[src/rtl/capture_scheduler_pkg.sv]
// Shared types and defaults for the capture scheduler.
// States: IDLE waits for req, RUN counts, LATCH grabs the count, HOLD offers it, RELEASE waits for reload.
package capture_scheduler_pkg;

  typedef enum logic [2:0] {
    ST_IDLE    = 3'd0,
    ST_RUN     = 3'd1,
    ST_LATCH   = 3'd2,
    ST_HOLD    = 3'd3,
    ST_RELEASE = 3'd4
  } state_t;

  localparam logic [31:0] TIMEOUT_DEFAULT = 32'h00FF_FFFF;

  function automatic int ch_width(input int n);
    return (n < 2) ? 1 : $clog2(n);
  endfunction

endpackage

[src/rtl/capture_scheduler_rr_arbiter.sv]
// Round-robin pick: first requesting channel at or after rr_ptr, wrapping.
module capture_scheduler_rr_arbiter #(
  parameter int NUM_CH = 4,
  parameter int CH_W   = 2
) (
  input  logic [NUM_CH-1:0] req,
  input  logic [CH_W-1:0]   rr_ptr,
  output logic [NUM_CH-1:0] grant,
  output logic [CH_W-1:0]   id,
  output logic              any
);

  logic [2*NUM_CH-1:0] req_dbl;
  logic [NUM_CH-1:0]   req_rot;
  logic [CH_W:0]       offset;
  logic [CH_W:0]       sum;

  assign any = |req;

  // Rotating a doubled copy puts rr_ptr at bit 0, so the lowest set bit is the winner.
  always_comb begin
    req_dbl = {req, req} >> rr_ptr;
    req_rot = req_dbl[NUM_CH-1:0];
    offset  = '0;
    for (int i = NUM_CH - 1; i >= 0; i--) begin
      if (req_rot[i]) offset = (CH_W+1)'(i);
    end
    sum = {1'b0, rr_ptr} + offset;
    if (sum >= (CH_W+1)'(NUM_CH)) sum = sum - (CH_W+1)'(NUM_CH);
    id    = sum[CH_W-1:0];
    grant = any ? (NUM_CH'(1) << id) : '0;
  end

endmodule

[src/rtl/capture_scheduler.sv]
// Shares one capture_counter between NUM_CH requesters: round-robin grant, gate
// handshake, watchdog stop and a valid/ready result port.
module capture_scheduler
  import capture_scheduler_pkg::*;
#(
  parameter int          NUM_CH  = 4,
  parameter int          CH_W    = ch_width(NUM_CH),
  parameter logic [31:0] TIMEOUT = TIMEOUT_DEFAULT
) (
  input  logic              clk,
  input  logic              reset,
  input  logic [NUM_CH-1:0] req,
  input  logic [NUM_CH-1:0] gate_in,
  input  logic [31:0]       cnt_value,
  input  logic              cnt_complete,
  output logic              timer_enable,
  output logic              cap_gate,
  output logic [NUM_CH-1:0] grant,
  output logic              busy,
  output logic [31:0]       result_data,
  output logic [CH_W-1:0]   result_id,
  output logic              result_timeout,
  output logic              result_valid,
  input  logic              result_ready
);

  state_t            state_q, state_nxt;
  logic [CH_W-1:0]   rr_ptr_q, cur_id_q, rr_next;
  logic [CH_W:0]     id_inc;
  logic [31:0]       wd_cnt_q;
  logic              wd_force_q, wd_trip, wd_force, to_flag_q;
  logic              start, latch, accept;
  logic [NUM_CH-1:0] arb_grant;
  logic [CH_W-1:0]   arb_id;
  logic              arb_any;

  capture_scheduler_rr_arbiter #(.NUM_CH(NUM_CH), .CH_W(CH_W)) u_arb (
    .req    (req),
    .rr_ptr (rr_ptr_q),
    .grant  (arb_grant),
    .id     (arb_id),
    .any    (arb_any)
  );

  assign wd_trip  = (state_q == ST_RUN) && (wd_cnt_q == TIMEOUT - 32'd1);
  assign wd_force = wd_force_q | wd_trip;
  assign busy     = (state_q != ST_IDLE);
  assign id_inc   = {1'b0, cur_id_q} + (CH_W+1)'(1);
  assign rr_next  = (id_inc == (CH_W+1)'(NUM_CH)) ? '0 : id_inc[CH_W-1:0];

  always_ff @(posedge clk or negedge reset) begin
    if (!reset) state_q <= ST_IDLE;
    else        state_q <= state_nxt;
  end

  always_comb begin
    state_nxt = state_q;
    cap_gate  = 1'b0;
    start     = 1'b0;
    latch     = 1'b0;
    accept    = 1'b0;
    case (state_q)
      ST_IDLE: begin
        if (arb_any) begin
          start     = 1'b1;
          state_nxt = ST_RUN;
        end
      end
      ST_RUN: begin
        cap_gate = gate_in[cur_id_q] | wd_force;
        if (cnt_complete) state_nxt = ST_LATCH;
      end
      ST_LATCH: begin
        latch     = 1'b1;
        state_nxt = ST_HOLD;
      end
      ST_HOLD: begin
        if (result_ready) begin
          accept    = 1'b1;
          state_nxt = ST_RELEASE;
        end
      end
      ST_RELEASE: begin
        if (!cnt_complete) state_nxt = ST_IDLE;
      end
      default: state_nxt = ST_IDLE;
    endcase
  end

  always_ff @(posedge clk or negedge reset) begin
    if (!reset) begin
      rr_ptr_q       <= '0;
      cur_id_q       <= '0;
      grant          <= '0;
      timer_enable   <= 1'b0;
      wd_cnt_q       <= '0;
      wd_force_q     <= 1'b0;
      to_flag_q      <= 1'b0;
      result_data    <= '0;
      result_id      <= '0;
      result_timeout <= 1'b0;
      result_valid   <= 1'b0;
    end else begin
      if (start) begin
        grant        <= arb_grant;
        cur_id_q     <= arb_id;
        timer_enable <= 1'b1;
        wd_cnt_q     <= '0;
        wd_force_q   <= 1'b0;
        to_flag_q    <= 1'b0;
      end
      // wd_cnt freezes once the stop is forced, so it can never wrap.
      if (state_q == ST_RUN) begin
        if (!wd_force) wd_cnt_q <= wd_cnt_q + 32'd1;
        if (wd_trip) begin
          wd_force_q <= 1'b1;
          to_flag_q  <= 1'b1;
        end
        if (cnt_complete) timer_enable <= 1'b0;
      end
      if (latch) begin
        result_data    <= cnt_value;
        result_id      <= cur_id_q;
        result_timeout <= to_flag_q;
        result_valid   <= 1'b1;
      end
      if (accept) begin
        result_valid <= 1'b0;
        rr_ptr_q     <= rr_next;
        grant        <= '0;
      end
    end
  end

endmodule

[config.mk]
export PLATFORM = sky130hd
export DESIGN_NAME = capture_scheduler
export DESIGN_NICKNAME = d
export VERILOG_FILES = /design/src/rtl/capture_scheduler_pkg.sv /design/src/rtl/capture_scheduler_rr_arbiter.sv /design/src/rtl/capture_scheduler.sv
export SDC_FILE = /design/constraint.sdc
export NUM_CORES = 1
export LEC_CHECK = 0
export CAP_MARGIN = 20
export CORE_MARGIN = 4
export CORE_UTILIZATION = 55
export CTS_CLUSTER_SIZE = 14
export DETAILED_ROUTE_END_ITERATION = 10
export DONT_BUFFER_PORTS = 1
export PLACE_DENSITY_LB_ADDON = 0.15
export SYNTH_ARGS = -nofsm -noshare
export SYNTH_HDL_FRONTEND = slang
export SYNTH_SLANG_ARGS = --single-unit
export TNS_END_PERCENT = 1
[constraint.sdc]
create_clock -name clk -period 2.8 [get_ports clk]
set_input_delay 0.42 -clock clk [delete_from_list [all_inputs] [get_ports clk]]
set_output_delay 0.42 -clock clk [all_outputs]
set_load 0.1 [all_outputs]
==> flow_summary_export.csv, run 1 <==
group,metric,value,unit
floorplanning,dieArea,8880,um^2
drt,vias_per_cell,6.14,
grt,grt_max_degree,83,
hold_path,holdCritStartpoint,"cnt_complete",
yosys,yosysTopAreaCellShare,50.2,%
grt,overflow,0,
worst_setup_path,r2r-start,"wd_cnt_q[0]$_DFF_PN0_",
floorplanning,num_rows,31,
place,io_buffer_count,0,
clocking,cts_setup_buffers,0,
outcome,status,"finished, final reports clean",
yosys,avgSynthCellArea,11.0,um^2
timing,setup_violations,0,
timing,tns,0,ps
hold_path,min_path_cells,2,
floorplanning,num_io_pins,87,
clocking,root_buffer,"clkbuf_8",
worst_setup_path,cp-start-kind,"register",
hold_path,whs_endpoint,"state_q[2]$_DFFE_PN0P_",
yosys,synth.most_common_cell,"dfrtp_1",
grt,antenna_found_initial,0,
drt,drt_iter0_drc,99,
clocking,cts_resized,0,
yosys,synth-edff-count,0,
grt,first_global_vias,2824,
worst_setup_path,required,2380,ps
worst_setup_path,path_class,"register to output port",
hold_path,min_path_type,"primary input to register",
clocking,clockBufferDepth,2,
timing,grt_setup_unrepaired,"no",
yosys,syn-cell-area,4090,um^2
grt,grt_first_pass_wirelength,13600,um
drt,routed_wl,8320,um
timing,maxSlewHeadroom,38.1,%
timing,min_period,2570,ps
clocking,clock_latency,350,ps
cells_and_area,drive_above_1_share,20.8,%
clocking,clk_pin_slew_worst_paths,80,ps
drt,drt-wirelength-per-cell,17.4,um
cells_and_area,nets,422,
yosys,seq_area_frac_synth,50.2,%
floorplanning,start_util,56.4,%
timing,max_freq,389,MHz
floorplanning,fp.dieW,94.2,um
yosys,netlist_instances,371,
yosys,synth-seq-cells,82,
worst_setup_path,worstSetupEndpointType,"output port",
yosys,ys_types,57,
clocking,clock-sinks,82,
yosys,yosys-top-cells-area,"dfrtp_1, mux2_2, nand2_1",
worst_setup_path,r2r_slack,370,ps
worst_setup_path,reg2reg_depth,7,
worst_setup_path,r2r_end,"wd_cnt_q[4]$_DFF_PN0_",
grt,grt_usage,19.5,%
cells_and_area,final_area,4400,um^2
yosys,ys.warnings.count,0,
drt,drt_first_pass_iters,4,
timing,timing.final.max_slew_violations,0,
yosys,syn-num-nets,419,
worst_setup_path,worstPathArrival,2150,ps
timing,fin_crit_sh,91.9,%
worst_setup_path,crit_fanout,6,
clocking,ctsHoldBuffers,2,
timing,hold_violations,0,
drt,ant_nets,0,
timing,max_slew.worst_pin.slew,928,ps
yosys,netlist_top_cells_count,"dfrtp_1, nand2_1, mux2_2",
place,gp_congestion,0.781,
cells_and_area,diodes,0,
cells_and_area,syn_to_final_growth,7.56,%
floorplanning,die_y,94.2,um
place,hpwlAfterDp,5760,um
clocking,htreeDepth,3,
yosys,synth-async-reset-ratio,100,%
yosys,ys.flop_type,"dfrtp_1",
timing,fin_skew,7.65,ps
clocking,cts_tree,"done",
yosys,synth_area_leader_cell,"dfrtp_1",
place,dpl_cell_area,4180,um^2
drt,route.detailed.drc,0,
floorplanning,core-area,7250,um^2
clocking,cts_made_buffers,9,
drt,route.vias.total,2935,
flow_run,drv_cap,0,
==> flip-flops by register name, summed over array words and instances, names as in the netlist <==
register        flops
cur_id_q            2
grant               4
result_data        32
result_id           2
result_timeout      1
result_valid        1
rr_ptr_q            2
state_q             3
timer_enable        1
to_flag_q           1
wd_cnt_q           32
wd_force_q          1
==> how the worst max path moves through the flow <==
| stage | end | slack, ps | startpoint | cells past startpoint |
|---|---|---|---|---|
| 2_1_floorplan | cap_gate | 150 | wd_cnt_q[0]$_DFF_PN0_ | 6 |
| 3_3_place_gp | wd_cnt_q[4]$_DFF_PN0_ | 460 | wd_cnt_q[0]$_DFF_PN0_ | 7 |
| 3_5_place_dp | wd_cnt_q[4]$_DFF_PN0_ | 400 | wd_cnt_q[0]$_DFF_PN0_ | 7 |
| 4_1_cts | cap_gate | 200 | wd_cnt_q[0]$_DFF_PN0_ | 7 |
| 5_1_grt | cap_gate | 60 | wd_cnt_q[0]$_DFF_PN0_ | 7 |
| 6_report | cap_gate | 230 | wd_cnt_q[0]$_DFF_PN0_ | 7 |
==> critical path, stage by stage, from the launching register on <==
cell and delay [ps]:
dfrtp_1 440, inv_1 80, ha_1 140, nor4b_1 290, and4_1 260, nand3_1 120
a21oi_2 170, buf_4 310
==> cell usage in the layout (no fill, tap or decap), types with 9 or more instances in the layout <==
master / instances
dfrtp_1: 82
nand2_1: 39
mux2_2: 38
nand3_1: 28
nor2_1: 21
o31ai_1: 13
mux2i_1: 12
nand4_1: 11
o21ai_0: 10
o211ai_1: 10
a21oi_1: 9
clkbuf_8: 9
==> kinds of logic after synthesis <==
logic type,after synthesis,share of synthesized area [%]
and+or+nand+nor,151,20.8
DFF,82,50.2
AOI/OAI and AO/OA,62,11.1
muxes,51,14.0
buffers and inverters,19,2.29
adders and majority gates,4,1.22
xor gates and xnor gates,2,0.428
==> per-layer routing <==
layer | vias to the layer above | global-route usage, % | routed length [um]
met3 | 13 | 5.13 | 498
met4 | 0 | 6.74 | 112
met1 | 1448 | 27.0 | 3650
li1 | 1398 | - | -
met2 | 76 | 29.6 | 4050
met5 | - | 0 | 0
==> through the flow <==
stage | setup WS [ps] | utilization, % | std cells | hold slack [ps]
global placement | 458 | 57.7 | 460 | 129
finish | 227 | 60.6 | 478 | 202
CTS | 200 | 60.6 | 478 | 191
global route | 58.9 | 60.6 | 478 | 190
detailed placement | 396 | 57.7 | 460 | 128
floorplan | 154 | - | 371 | 124
==> final cells by class <==
type	count	area, um^2
Clock buffer	10	128
Clock inverter	6	48.8
Fill cell	611	2860
Inverter	3	11.3
Multi-Input combinational cell	270	1950
Sequential cell	82	2050
Tap cell	99	124
Timing Repair Buffer	8	82.6
Power of run 1 is not shown: default switching activity piles up to over one toggle a cycle in this logic, so the estimate is an artifact.
==> run 2, diff against run 1 <==
CORE_MARGIN = default   (was 4)
==> run 2 against run 1 <==
  * Cell count is 0.21% higher
  * Critical path depth stayed put
  * Worst hold slack better by 4.1 ps
  * Critical endpoint unchanged
  * Largest cell class unchanged
==> flow_summary_export.csv, run 2 (synthesized netlist as in run 1, its figures left out) <==
group,metric,value,unit
drt,vias_per_cell,6.08,
timing,max_freq,381,MHz
cells_and_area,layout_commonest_cell,"dfrtp_1",
flow_run,drv_cap,0,
timing,setup_violations,0,
hold_path,min_path_type,"primary input to register",
drt,drt_first_pass_iters,4,
drt,drt-wirelength-per-cell,17.2,um
worst_setup_path,worstSetupEndpointType,"output port",
worst_setup_path,required,2380,ps
drt,ant_nets,0,
place,io_buffer_count,0,
drt,routed_wl,8240,um
grt,top_usage_layer,"met2",
place,hpwlAfterDp,5650,um
clocking,clock_latency,360,ps
worst_setup_path,crit_fanout,6,
cells_and_area,diodes,0,
floorplanning,num_rows,31,
worst_setup_path,max_stage_delay,440,ps
grt,grt_first_pass_wirelength,13200,um
timing,hold_violations,0,
worst_setup_path,r2r_slack,550,ps
worst_setup_path,cp_cell_sequence,"inv_1 > ha_1 > nor4b_1 > and4_1 > nand3_1 > a21oi_2 > buf_4",
worst_setup_path,path_class,"register to output port",
worst_setup_path,cp-start-kind,"register",
drt,drt_iter0_drc,140,
grt,overflow,0,
hold_path,holdCritStartpoint,"cnt_value[10]",
cells_and_area,final_cells,479,
worst_setup_path,worstPathArrival,2210,ps
cells_and_area,drive_above_1_share,21.3,%
floorplanning,core-area,7210,um^2
grt,grt_usage,22.4,%
grt,grt_max_degree,83,
place,gp_congestion,0.789,
clocking,htreeDepth,3,
clocking,clock-sinks,82,
hold_path,whs_endpoint,"result_data[10]$_DFFE_PN0P_",
cells_and_area,reg_top3,"result_data: 32 flops, wd_cnt_q: 32 flops, grant: 4 flops",
timing,max_slew.worst_pin.slew,936,ps
timing,fin_skew,9.22,ps
worst_setup_path,r2r_end,"wd_cnt_q[29]$_DFF_PN0_",
grt,grt.met3_usage,6.90,%
floorplanning,fp.dieW,88.2,um
cells_and_area,syn_to_final_growth,9.18,%
floorplanning,start_util,56.7,%
grt,antenna_found_initial,0,
clocking,clk_pin_slew_worst_paths,90,ps
floorplanning,dieArea,7780,um^2
clocking,clockBufferDepth,2,
clocking,root_buffer,"clkbuf_8",
grt,grt_use_met1,30.6,%
worst_setup_path,cpLargestDelayFamily,"simple AND/OR/NAND/NOR gates",
clocking,cts_setup_buffers,0,
timing,grt_setup_unrepaired,"no",
worst_setup_path,path_buf_inv,2,
outcome,status,"finished, final reports clean",
clocking,ctsHoldBuffers,2,
cells_and_area,nets,423,
timing,tns,0,ps
cells_and_area,final_cell_mix,"dfrtp_1, nand2_1, mux2_2",
drt,route.detailed.drc,0,
clocking,cts_made_buffers,9,
drt,route.vias.total,2914,
floorplanning,num_io_pins,87,
grt,grt_use_met2,34.1,%
grt,first_global_vias,2745,
floorplanning,die_y,88.2,um
timing,timing.final.max_slew_violations,0,
hold_path,min_path_cells,1,
worst_setup_path,critical_path.slowest_cell,"dfrtp_1",
worst_setup_path,reg2reg_depth,5,
timing,min_period,2630,ps
worst_setup_path,r2r-start,"state_q[1]$_DFFE_PN0P_",
timing,maxSlewHeadroom,37.6,%
clocking,cts_resized,0,
place,dp_cells,461,
timing,holdWs,206,ps
clocking,cts_tree,"done",
timing,fin_crit_sh,93.8,%
run 2: routing by layer:
layer	part of all wire (%)	up-vias	routed length, um
li1	-	1410	-
met1	46	1419	3760
met2	48	75	3920
met3	5.6	10	461
met4	1.1	0	91
met5	0	-	0
run 2: layout make-up:
type,count,area (um^2)
inverter,3,11.3
timing repair buffer,9,103
tap,99,124
fill,600,2750
multi-input combinational,270,1950
clock inverter,7,98.8
clock buffer,9,124
sequential,82,2050
run 2: worst max-delay path by stage:
stage / from / slack [ps] / end / depth (start not counted)
2_1_floorplan: wd_cnt_q[0]$_DFF_PN0_ / 150 / cap_gate / 6
3_3_place_gp: wd_cnt_q[0]$_DFF_PN0_ / 650 / cap_gate / 7
3_5_place_dp: wd_cnt_q[0]$_DFF_PN0_ / 550 / cap_gate / 7
4_1_cts: wd_cnt_q[0]$_DFF_PN0_ / 150 / cap_gate / 7
5_1_grt: wd_cnt_q[0]$_DFF_PN0_ / 60 / cap_gate / 7
6_report: wd_cnt_q[0]$_DFF_PN0_ / 170 / cap_gate / 7
run 2: through the flow:
stage	area [um^2]	worst slack [ps]	utilization (%)
2_1_floorplan	4090	154	-
3_3_place_gp	4200	653	58.3
3_5_place_dp	4200	554	58.3
4_1_cts	4460	146	61.9
5_1_grt	4460	57.4	61.9
6_report	4460	173	61.9
run 2: worst reg2reg max path, delay by kind of cell (launching register included):
kind	cells	cell delay, ps
AOI/OAI and AO/OA	1	210
and+or+nand+nor	3	1290
DFF	1	480
muxes	1	200
Power of run 2 is left out for the same reason.
